**src/rtl/rv64_alu_pkg.sv**
```systemverilog
// rv64_alu_pkg: shared types and decode constants for the RV64I execute-stage ALU.
// The optional legality check is controlled by RV64_ALU_ILLEGAL_CHECK_EN (see rv64_alu.sv).
package rv64_alu_pkg;

  localparam int XLEN = 64;

  typedef enum logic {
    R_FORMAT = 1'b0,
    I_FORMAT = 1'b1
  } encoding_e;

  typedef struct packed {
    logic [6:0]  opcode;
    logic [4:0]  rs1;
    logic [2:0]  funct3;
    logic [4:0]  rs2;
    logic [4:0]  rd;
    logic [6:0]  funct7;
    logic [11:0] imm;
    encoding_e   encoding;
  } operation_specification;

  localparam logic [6:0] OP     = 7'b0110011;
  localparam logic [6:0] OP_IMM = 7'b0010011;

  localparam logic [2:0] F3_ADD  = 3'b000;
  localparam logic [2:0] F3_SLL  = 3'b001;
  localparam logic [2:0] F3_SLT  = 3'b010;
  localparam logic [2:0] F3_SLTU = 3'b011;
  localparam logic [2:0] F3_XOR  = 3'b100;
  localparam logic [2:0] F3_SR   = 3'b101;
  localparam logic [2:0] F3_OR   = 3'b110;
  localparam logic [2:0] F3_AND  = 3'b111;

  localparam logic [6:0] F7_BASE = 7'h00;
  localparam logic [6:0] F7_ALT  = 7'h20;

  // imm[11:6] patterns for OP-IMM shifts
  localparam logic [5:0] IMM_HI_LOGIC = 6'b000000;
  localparam logic [5:0] IMM_HI_ARITH = 6'b010000;

endpackage

```
**src/rtl/rv64_alu_shifter.sv**
```systemverilog
// rv64_alu_shifter: combinational 64-bit SLL / SRL / SRA.
module rv64_alu_shifter
  import rv64_alu_pkg::*;
(
  input  logic [XLEN-1:0] data,
  input  logic [5:0]      amount,
  input  logic            left,
  input  logic            arith,
  output logic [XLEN-1:0] result
);

  // Left shifts ignore arith; right shifts fill with the sign bit when arith is set.
  always_comb begin
    result = data;
    if (left) begin
      result = data << amount;
    end else if (arith) begin
      result = $unsigned($signed(data) >>> amount);
    end else begin
      result = data >> amount;
    end
  end

endmodule

```
**src/rtl/rv64_alu.sv**
```systemverilog
// rv64_alu: single-cycle-registered RV64I integer ALU (OP / OP-IMM).
// Optional feature macro: RV64_ALU_ILLEGAL_CHECK_EN -- when defined, illegal
// encodings clear result_valid; when undefined, no legality check is applied.
//
// Valid semantics: result/result_valid are registered one cycle after the inputs
// are sampled. result_valid is high when the operands were ready (lhs_valid, and
// rhs_valid for R_FORMAT) and the decode was accepted. There is no ready/backpressure;
// one operation is accepted every cycle. result is don't-care when result_valid is 0.
module rv64_alu
  import rv64_alu_pkg::*;
#(
  parameter int DATA_WIDTH = 64
) (
  input  logic                   clk,
  input  logic                   rst,
  input  logic [DATA_WIDTH-1:0]  lhs,
  input  logic [DATA_WIDTH-1:0]  rhs,
  input  logic                   lhs_valid,
  input  logic                   rhs_valid,
  input  operation_specification op_spec,
  output logic [DATA_WIDTH-1:0]  result,
  output logic                   result_valid
);

  logic                  is_r;
  logic [DATA_WIDTH-1:0] operand_b;
  logic [5:0]            shamt;
  logic                  alt_f7;
  logic                  imm_hi_arith;
  logic                  do_sub;
  logic                  do_arith_shift;
  logic                  shift_left;
  logic [DATA_WIDTH-1:0] shift_out;
  logic [DATA_WIDTH-1:0] alu_out;
  logic                  operands_ready;
  logic                  legal;
  logic                  unused_fields;

  // Register-source fields are tracked by the pipeline, not used for the computation.
  assign unused_fields = ^{op_spec.rs1, op_spec.rs2, op_spec.rd, op_spec.opcode};

  // Operand B / shift amount selection and arithmetic-variant decode.
  // Unrecognised funct7 / imm[11:6] values fall through to the base (non-alt) operation.
  always_comb begin
    is_r           = (op_spec.encoding == R_FORMAT);
    operand_b      = is_r ? rhs : {{(DATA_WIDTH-12){op_spec.imm[11]}}, op_spec.imm};
    shamt          = is_r ? rhs[5:0] : op_spec.imm[5:0];
    alt_f7         = (op_spec.funct7 == F7_ALT);
    imm_hi_arith   = (op_spec.imm[11:6] == IMM_HI_ARITH);
    do_sub         = is_r && alt_f7 && (op_spec.funct3 == F3_ADD);
    do_arith_shift = is_r ? alt_f7 : imm_hi_arith;
    shift_left     = (op_spec.funct3 == F3_SLL);
  end

  rv64_alu_shifter u_shifter (
    .data   (lhs),
    .amount (shamt),
    .left   (shift_left),
    .arith  (do_arith_shift),
    .result (shift_out)
  );

  // Result mux by funct3.
  always_comb begin
    alu_out = '0;
    unique case (op_spec.funct3)
      F3_ADD:  alu_out = do_sub ? (lhs - operand_b) : (lhs + operand_b);
      F3_SLL:  alu_out = shift_out;
      F3_SLT:  alu_out = {{(DATA_WIDTH-1){1'b0}}, ($signed(lhs) < $signed(operand_b))};
      F3_SLTU: alu_out = {{(DATA_WIDTH-1){1'b0}}, (lhs < operand_b)};
      F3_XOR:  alu_out = lhs ^ operand_b;
      F3_SR:   alu_out = shift_out;
      F3_OR:   alu_out = lhs | operand_b;
      F3_AND:  alu_out = lhs & operand_b;
      default: alu_out = '0;
    endcase
  end

  // Operand readiness and decode legality.
  always_comb begin
    operands_ready = lhs_valid && (!is_r || rhs_valid);
    legal          = 1'b1;
`ifdef RV64_ALU_ILLEGAL_CHECK_EN
    if (is_r) begin
      if (op_spec.opcode != OP) legal = 1'b0;
      if (op_spec.funct7 != F7_BASE && op_spec.funct7 != F7_ALT) legal = 1'b0;
      if (alt_f7 && op_spec.funct3 != F3_ADD && op_spec.funct3 != F3_SR) legal = 1'b0;
    end else begin
      if (op_spec.opcode != OP_IMM) legal = 1'b0;
      if (op_spec.funct3 == F3_SLL && op_spec.imm[11:6] != IMM_HI_LOGIC) legal = 1'b0;
      if (op_spec.funct3 == F3_SR && op_spec.imm[11:6] != IMM_HI_LOGIC && !imm_hi_arith)
        legal = 1'b0;
    end
`endif
  end

  // Output register with synchronous active-low reset.
  always_ff @(posedge clk) begin
    if (!rst) begin
      result       <= '0;
      result_valid <= 1'b0;
    end else begin
      result       <= alu_out;
      result_valid <= operands_ready && legal;
    end
  end

endmodule

```
**config.mk**
```make
export PLATFORM = sky130hd
export DESIGN_NAME = rv64_alu
export DESIGN_NICKNAME = d
export VERILOG_FILES = /design/src/rtl/rv64_alu_pkg.sv /design/src/rtl/rv64_alu_shifter.sv /design/src/rtl/rv64_alu.sv
export SDC_FILE = /design/constraint.sdc
export NUM_CORES = 1
export LEC_CHECK = 0
export CORE_AREA = 2 2 243 245
export CTS_BUF_LIST = sky130_fd_sc_hd__clkbuf_4
export DETAILED_ROUTE_END_ITERATION = 16
export DIE_AREA = 0 0 245 247
export GPL_TIMING_DRIVEN = 0
export REMOVE_ABC_BUFFERS = 1
export SYNTH_ARGS = -nofsm -noshare
export SYNTH_HDL_FRONTEND = slang
export SYNTH_SLANG_ARGS = --single-unit
export TNS_END_PERCENT = 100
```
**constraint.sdc**
```tcl
create_clock -name clk -period 7.65 [get_ports clk]
set_input_delay 1.53 -clock clk [delete_from_list [all_inputs] [get_ports clk]]
set_output_delay 1.53 -clock clk [all_outputs]
set_load 0.02 [all_outputs]
```
* Word-level counts from Yosys, hierarchy flattened
Index checks and enable logic that the tools add are counted.
** Word-level totals
- Register bits :: 65
- Bits of input ports :: 177
- Output and inout port bits :: 65
- Logic and storage cells :: 35
** Cells by class
- Reduce and logical (&&, ||, !) cells :: 6
- Add/subtract/negate cells :: 2
- Muxes and demuxes :: 7
- Magnitude comparators :: 2
- Equal/unequal tests :: 9
- Bitwise logic cells :: 4
- Shift operators :: 3
** Operators with widths (number)
- one-hot mux 64 bit (7 select lines) :: 1
- two-way mux 64 bit :: 4
- < comparator 64 bit :: 2
- adder 64 bit :: 1
- bitwise AND 64 bit :: 1
- OR 64 bit :: 1
- << shifter 64 x 6 -> 64 bit :: 1
- right shift 64 x 6 -> 64 bit :: 1
- >>> shifter 64 x 6 -> 64 bit :: 1
- subtractor 64 bit :: 1
- bitwise XOR 64 bit :: 1
- == test 3 bit, second input constant :: 4
- == test 7 x 6 -> 1 bit, second input constant :: 1
- == test 3 x 2 -> 1 bit, second input constant :: 2
- == test 6 x 5 -> 1 bit, second input constant :: 1
- two-way mux 6 bit :: 1
- == test 3 x 1 -> 1 bit, second input constant :: 1
- logical AND 1 bit :: 3
- logical NOT 3 bit :: 1
- OR reduction 2 bit :: 1
- logical OR 1 bit :: 1
- two-way mux 1 bit :: 1
- NOT 1 bit :: 1

* Longest topological paths before layout
Gate-level depths: netlist of the first run.
- Word-level depth :: 5
- Depth in mapped cells :: 19
- Gate-level depth less buffers :: 15

* By module
Synthesis of the first run repeated with hierarchy kept, for this count alone.
** Second synthesis, totals
- Cell total of the unflattened synthesis :: 3372
- Area total of the unflattened synthesis :: 23767.8 sq um
** By module, submodules not included
- rv64_alu :: area an instance 13409.1 sq um, times used 1, seq. area each 1301.2 sq um, cells an instance 2005
- rv64_alu_shifter :: area an instance 10358.7 sq um, times used 1, seq. area each 0.0 sq um, cells an instance 1367

* Worst setup path before layout of the first run
Ideal clock, no wire load.
- Path type :: input port to flip-flop
- From :: input port op_spec[0] (netlist name)
- To :: register result[51]
- Path slack :: 1.835 ns
- Setup time :: 0.137 ns
- Stages :: 18
- Buffers on the path :: 6
- Data arrival time :: 5.678 ns
- Data required time :: 7.513 ns
- Path through :: buf_6 mux2i_1 clkbuf_1 buf_1 clkbuf_1 clkbuf_1 ha_1 buf_2 nor2_1 nand3_1 a2111oi_2 nor4_2 nor3_1 nor3_1 o311a_1 a211o_1 nand4b_1 o221ai_1
** Between the ends
- Cells in the longest elaborated chain, start to end :: 5
- Elaborated cells on any way between the ends :: 18
- Classes of those cells :: add/sub: 2; shift: 3; mux: 7; bitwise: 4; reduce/logical: 2
** RTL lines
- start: declaration :: line rv64_alu.sv:20 : input operation_specification op_spec,
- parallel branches: the longest is 4 deep, another holds adder 64 bit
- one-hot mux 64 bit (7 select lines) (*) :: line rv64_alu.sv:66 : unique case (op_spec.funct3)
- end signal: assignment :: line rv64_alu.sv:103 : result <= alu_out;
- end: declaration :: line rv64_alu.sv:21 : output logic [DATA_WIDTH-1:0] result,
Every way passes the cells marked *.
A chain may end at the register's enable or synchronous reset.

* Worst setup path after layout of the first run
- From :: input port op_spec[0] (netlist name)
- To :: register result[58]
The elaborated chain is that of the path after synthesis.

==> flow_metrics.env, run 1 <==
export IMPL_run_status="finished, final reports clean"
export IMPL_routed_wl_mm=119
export IMPL_path_cells="clkbuf_2 > and2_2 > buf_12 > a21oi_1 > ha_1 > nand3_1 > or3_1 > nor4_1 > o2111ai_1 > a21boi_0 > a221oi_1 > a31oi_1 > mux2i_1 > a2111oi_0 > o211ai_1"
export IMPL_async_flop_share=0
export IMPL_p_leak_nw=11.0
export IMPL_synth_area_um2=22900
export IMPL_holdPathEnd="result_valid$_SDFF_PN0_"
export IMPL_io_pin_count=242
export IMPL_synth_top_family_by_area="compound AO/OA/AOI/OAI gates"
export IMPL_syn2layout_area_growth_pct=13.9
export IMPL_clock_fmax_mhz=140
export IMPL_htree_levels=3
export IMPL_synth_edf_count=0
export IMPL_drt_initial_drc_count=4374
export IMPL_powerDensity_nw_per_um2=123
export IMPL_startpoint="op_spec[0]"
export IMPL_synthMuxAreaShare=0.194
export IMPL_drtAntennaViolNets=0
export IMPL_worstPathArrival_ns=7.67
export IMPL_synth_compound_area_share=0.331
export IMPL_fillers=6179
export IMPL_synth_cell_types=92
export IMPL_rsz0062_at_grt="no"
export IMPL_hold_path_class="input pin to flop"
export IMPL_crit_type="input pin to flop"
export IMPL_grt_use_total=0.379
export IMPL_clock_path_buffers=2
export IMPL_ctsHoldBuffers=0
export IMPL_pre_cts_slack_ns=-0.904
export IMPL_synth_warnings=0
export IMPL_gr_total_overflow=0
export IMPL_die_width_um=245
export IMPL_setup_ws_ns=0.514
export IMPL_drive_gt1_frac=0.0599
export IMPL_core_area_um2=58200
export IMPL_synth_main_ff_cell="dfxtp_1"
export IMPL_yosys_area_top_type="mux2i_1"
export IMPL_synth_area_top_cells="mux2i_1 (13%), ha_1 (12%), a21oi_1 (7.9%), dfxtp_1 (5.7%), nor2_1 (5.4%)"
export IMPL_rows=89
export IMPL_floorplan_initialDensity=0.393
export IMPL_fin_setup_tns_ns=0
export IMPL_grt_pass1_vias=25378
export IMPL_synthAdderAreaFrac=0.123
export IMPL_synth_seq_cells=65
export IMPL_period_share=0.933
export IMPL_vias=28005
export IMPL_cts_clk_slew_worst_paths_ns=0.16
export IMPL_critical_path_required_ns=8.18
export IMPL_cts_buffers=9
export IMPL_crit_path_max_incr_delay_ns=0.70
export IMPL_setup_viol=0
export IMPL_gp_congestion=1.03
export IMPL_synth_seq_area_share=0.0569
export IMPL_dieArea_um2=60500
export IMPL_fin_nets=3735
export IMPL_worstSetupEndpointType="flop"
export IMPL_drc_errors=0
export IMPL_yosys_area_share_simple=0.187
export IMPL_antenna_found_initial=4
export IMPL_io_buffers=219
export IMPL_min_from="rst"
export IMPL_cp_max_fo=28
export IMPL_die_h_um=247
export IMPL_avgRoutedWirePerCell_um=29.0
export IMPL_netlist_instances=3318
export IMPL_maxCapViolCount=0
export IMPL_vias_per_cell=6.80
export IMPL_grt_start_max_net_pins=84
export IMPL_final_max_slew_viol_count=0
export IMPL_cp_top_family="compound AO/OA/AOI/OAI gates"
export IMPL_grt_pass1_wl_mm=171
export IMPL_period_needed_ns=7.14
export IMPL_worstMarginPinSlew_ns=1.41
export IMPL_synth_xor_area_frac=0.0222
export IMPL_crit_buf_inv=2
export IMPL_synth_top_area_frac=0.132
export IMPL_syn_avg_cell_area_um2=6.89
export IMPL_first_pass_iters=7
export IMPL_clock_root_buffer="clkbuf_4"
export IMPL_seq_area_um2=1300
export IMPL_cts_tree="built"
export IMPL_clock_sinks=65
export IMPL_hpwl_mm=91.7
export IMPL_ir_drop_uv=79.8
export IMPL_multi_input_area_um2=19700
export IMPL_cp_start_kind="input pin"
export IMPL_hold_depth=2
export IMPL_cpMaxStageDelayCell="and2_2"
export IMPL_hold_violations=0
export IMPL_slew_headroom=0.0556
==> power by group <==
part           switching [mW]  internal [mW]
clock                   0.194         0.0956
sequential            0.00785          0.369
combinational            1.65          0.892
total                    1.85           1.36
==> layout make-up <==
cell class | instances | area share
Multi-Input combinational cell | 2778 | 0.757
Timing Repair Buffer | 260 | 0.118
Sequential cell | 65 | 0.0500
Tap cell | 773 | 0.0371
Inverter | 220 | 0.0327
Clock buffer | 9 | 0.00259
Clock inverter | 7 | 0.00235
Antenna cell | 6 | 0.000577
==> registers in the layout, summed over array words and instances (netlist names) <==
signal / flops
result_valid: 1
result: 64
==> repair_timing <==
item                                    in CTS  in global routing
gates resized for setup                      2                  2
endpoints found under the setup margin       2                  6
setup buffers                                0                  0
==> per-layer routing <==
layer | share of wire | vias to the layer above | global-route usage
met5 | 0 | - | 0
met4 | 0.059 | 0 | 0.206
met3 | 0.11 | 380 | 0.0759
met2 | 0.42 | 1959 | 0.564
met1 | 0.41 | 13380 | 0.512
li1 | - | 12286 | -
==> layout by cell type (no fill, tap or decap), drive strengths merged, types with 11 or more instances in the layout <==
master / n
a21oi: 362
nor2: 328
mux2i: 306
nand2: 281
o21ai: 227
ha: 222
inv: 218
clkdlybuf4s50: 214
nand3: 84
o211ai: 76
nor3: 66
dfxtp: 65
a211oi: 62
a31oi: 55
a21o: 51
xnor2: 47
mux4: 46
buf: 45
o21bai: 43
a22oi: 30
or3: 29
o22ai: 29
a221oi: 28
mux2: 27
o31ai: 27
nor2b: 26
nor4: 25
o21a: 24
nand4: 22
and2: 18
and3: 17
a211o: 16
a311oi: 14
a2111oi: 12
or2: 11
xor2: 11
==> metrics by stage <==
step	total power [mW]	std cells	instance area, um2	hold slack (ns)	utilization
2_1_floorplan	1.91	3063	21700	1.63	-
3_3_place_gp	2.81	4055	24900	2.10	0.427
3_5_place_dp	2.81	4096	25900	2.06	0.445
4_1_cts	3.12	4112	26000	1.39	0.447
5_1_grt	3.34	4114	26000	1.41	0.447
6_report	3.21	4118	26000	1.40	0.447
==> Yosys cell counts (12+ instances only) <==
cell      number
a211o_1       16
a211oi_1      60
a21o_1        51
a21oi_1      362
a221oi_1      24
a22oi_1       30
a311oi_1      14
a31oi_1       55
and2_1        18
and3_1        17
buf_1         18
buf_2         47
buf_4         12
clkbuf_1     169
dfxtp_1       65
ha_1         222
inv_1        211
mux2_2        27
mux2i_1      302
mux4_2        45
nand2_1      281
nand3_1       84
nand4_1       22
nor2_1       327
nor2b_1       26
nor3_1        66
nor4_1        23
o211ai_1      74
o21a_1        24
o21ai_0      222
o21bai_1      43
o22ai_1       29
o31ai_1       27
or3_1         29
xnor2_1       47
==> how the worst max path moves through the flow <==
stage | endpoint | slack (ns) | cells after the start
after floorplan | result[60]$_SDFF_PN0_ | -4.22 | 11
after global placement | result[60]$_SDFF_PN0_ | -13.40 | 11
after detailed placement | result[58]$_SDFF_PN0_ | -0.90 | 14
after CTS | result[58]$_SDFF_PN0_ | 0.18 | 15
after global routing | result[58]$_SDFF_PN0_ | 0.24 | 15
final | result[58]$_SDFF_PN0_ | 0.51 | 15
==> logic make-up after synthesis <==
logic type      after synthesis
compound gates             1171
simple gates                946
buf+inv                     475
mux                         379
fa+ha+maj                   224
flops                        65
xor+xnor                     58
Power figures use the tool's default switching activity.
==> inputs of run 2 (changes only) <==
--- a/config.mk
+++ b/config.mk
@@ -14,4 +14,4 @@
 export SYNTH_ARGS = -nofsm -noshare
 export SYNTH_HDL_FRONTEND = slang
 export SYNTH_SLANG_ARGS = --single-unit
-export TNS_END_PERCENT = 100
+export TNS_END_PERCENT = 50
==> results of run 2 <==
Same layout as run 1: the final DEF is identical, and so are final timing and power.
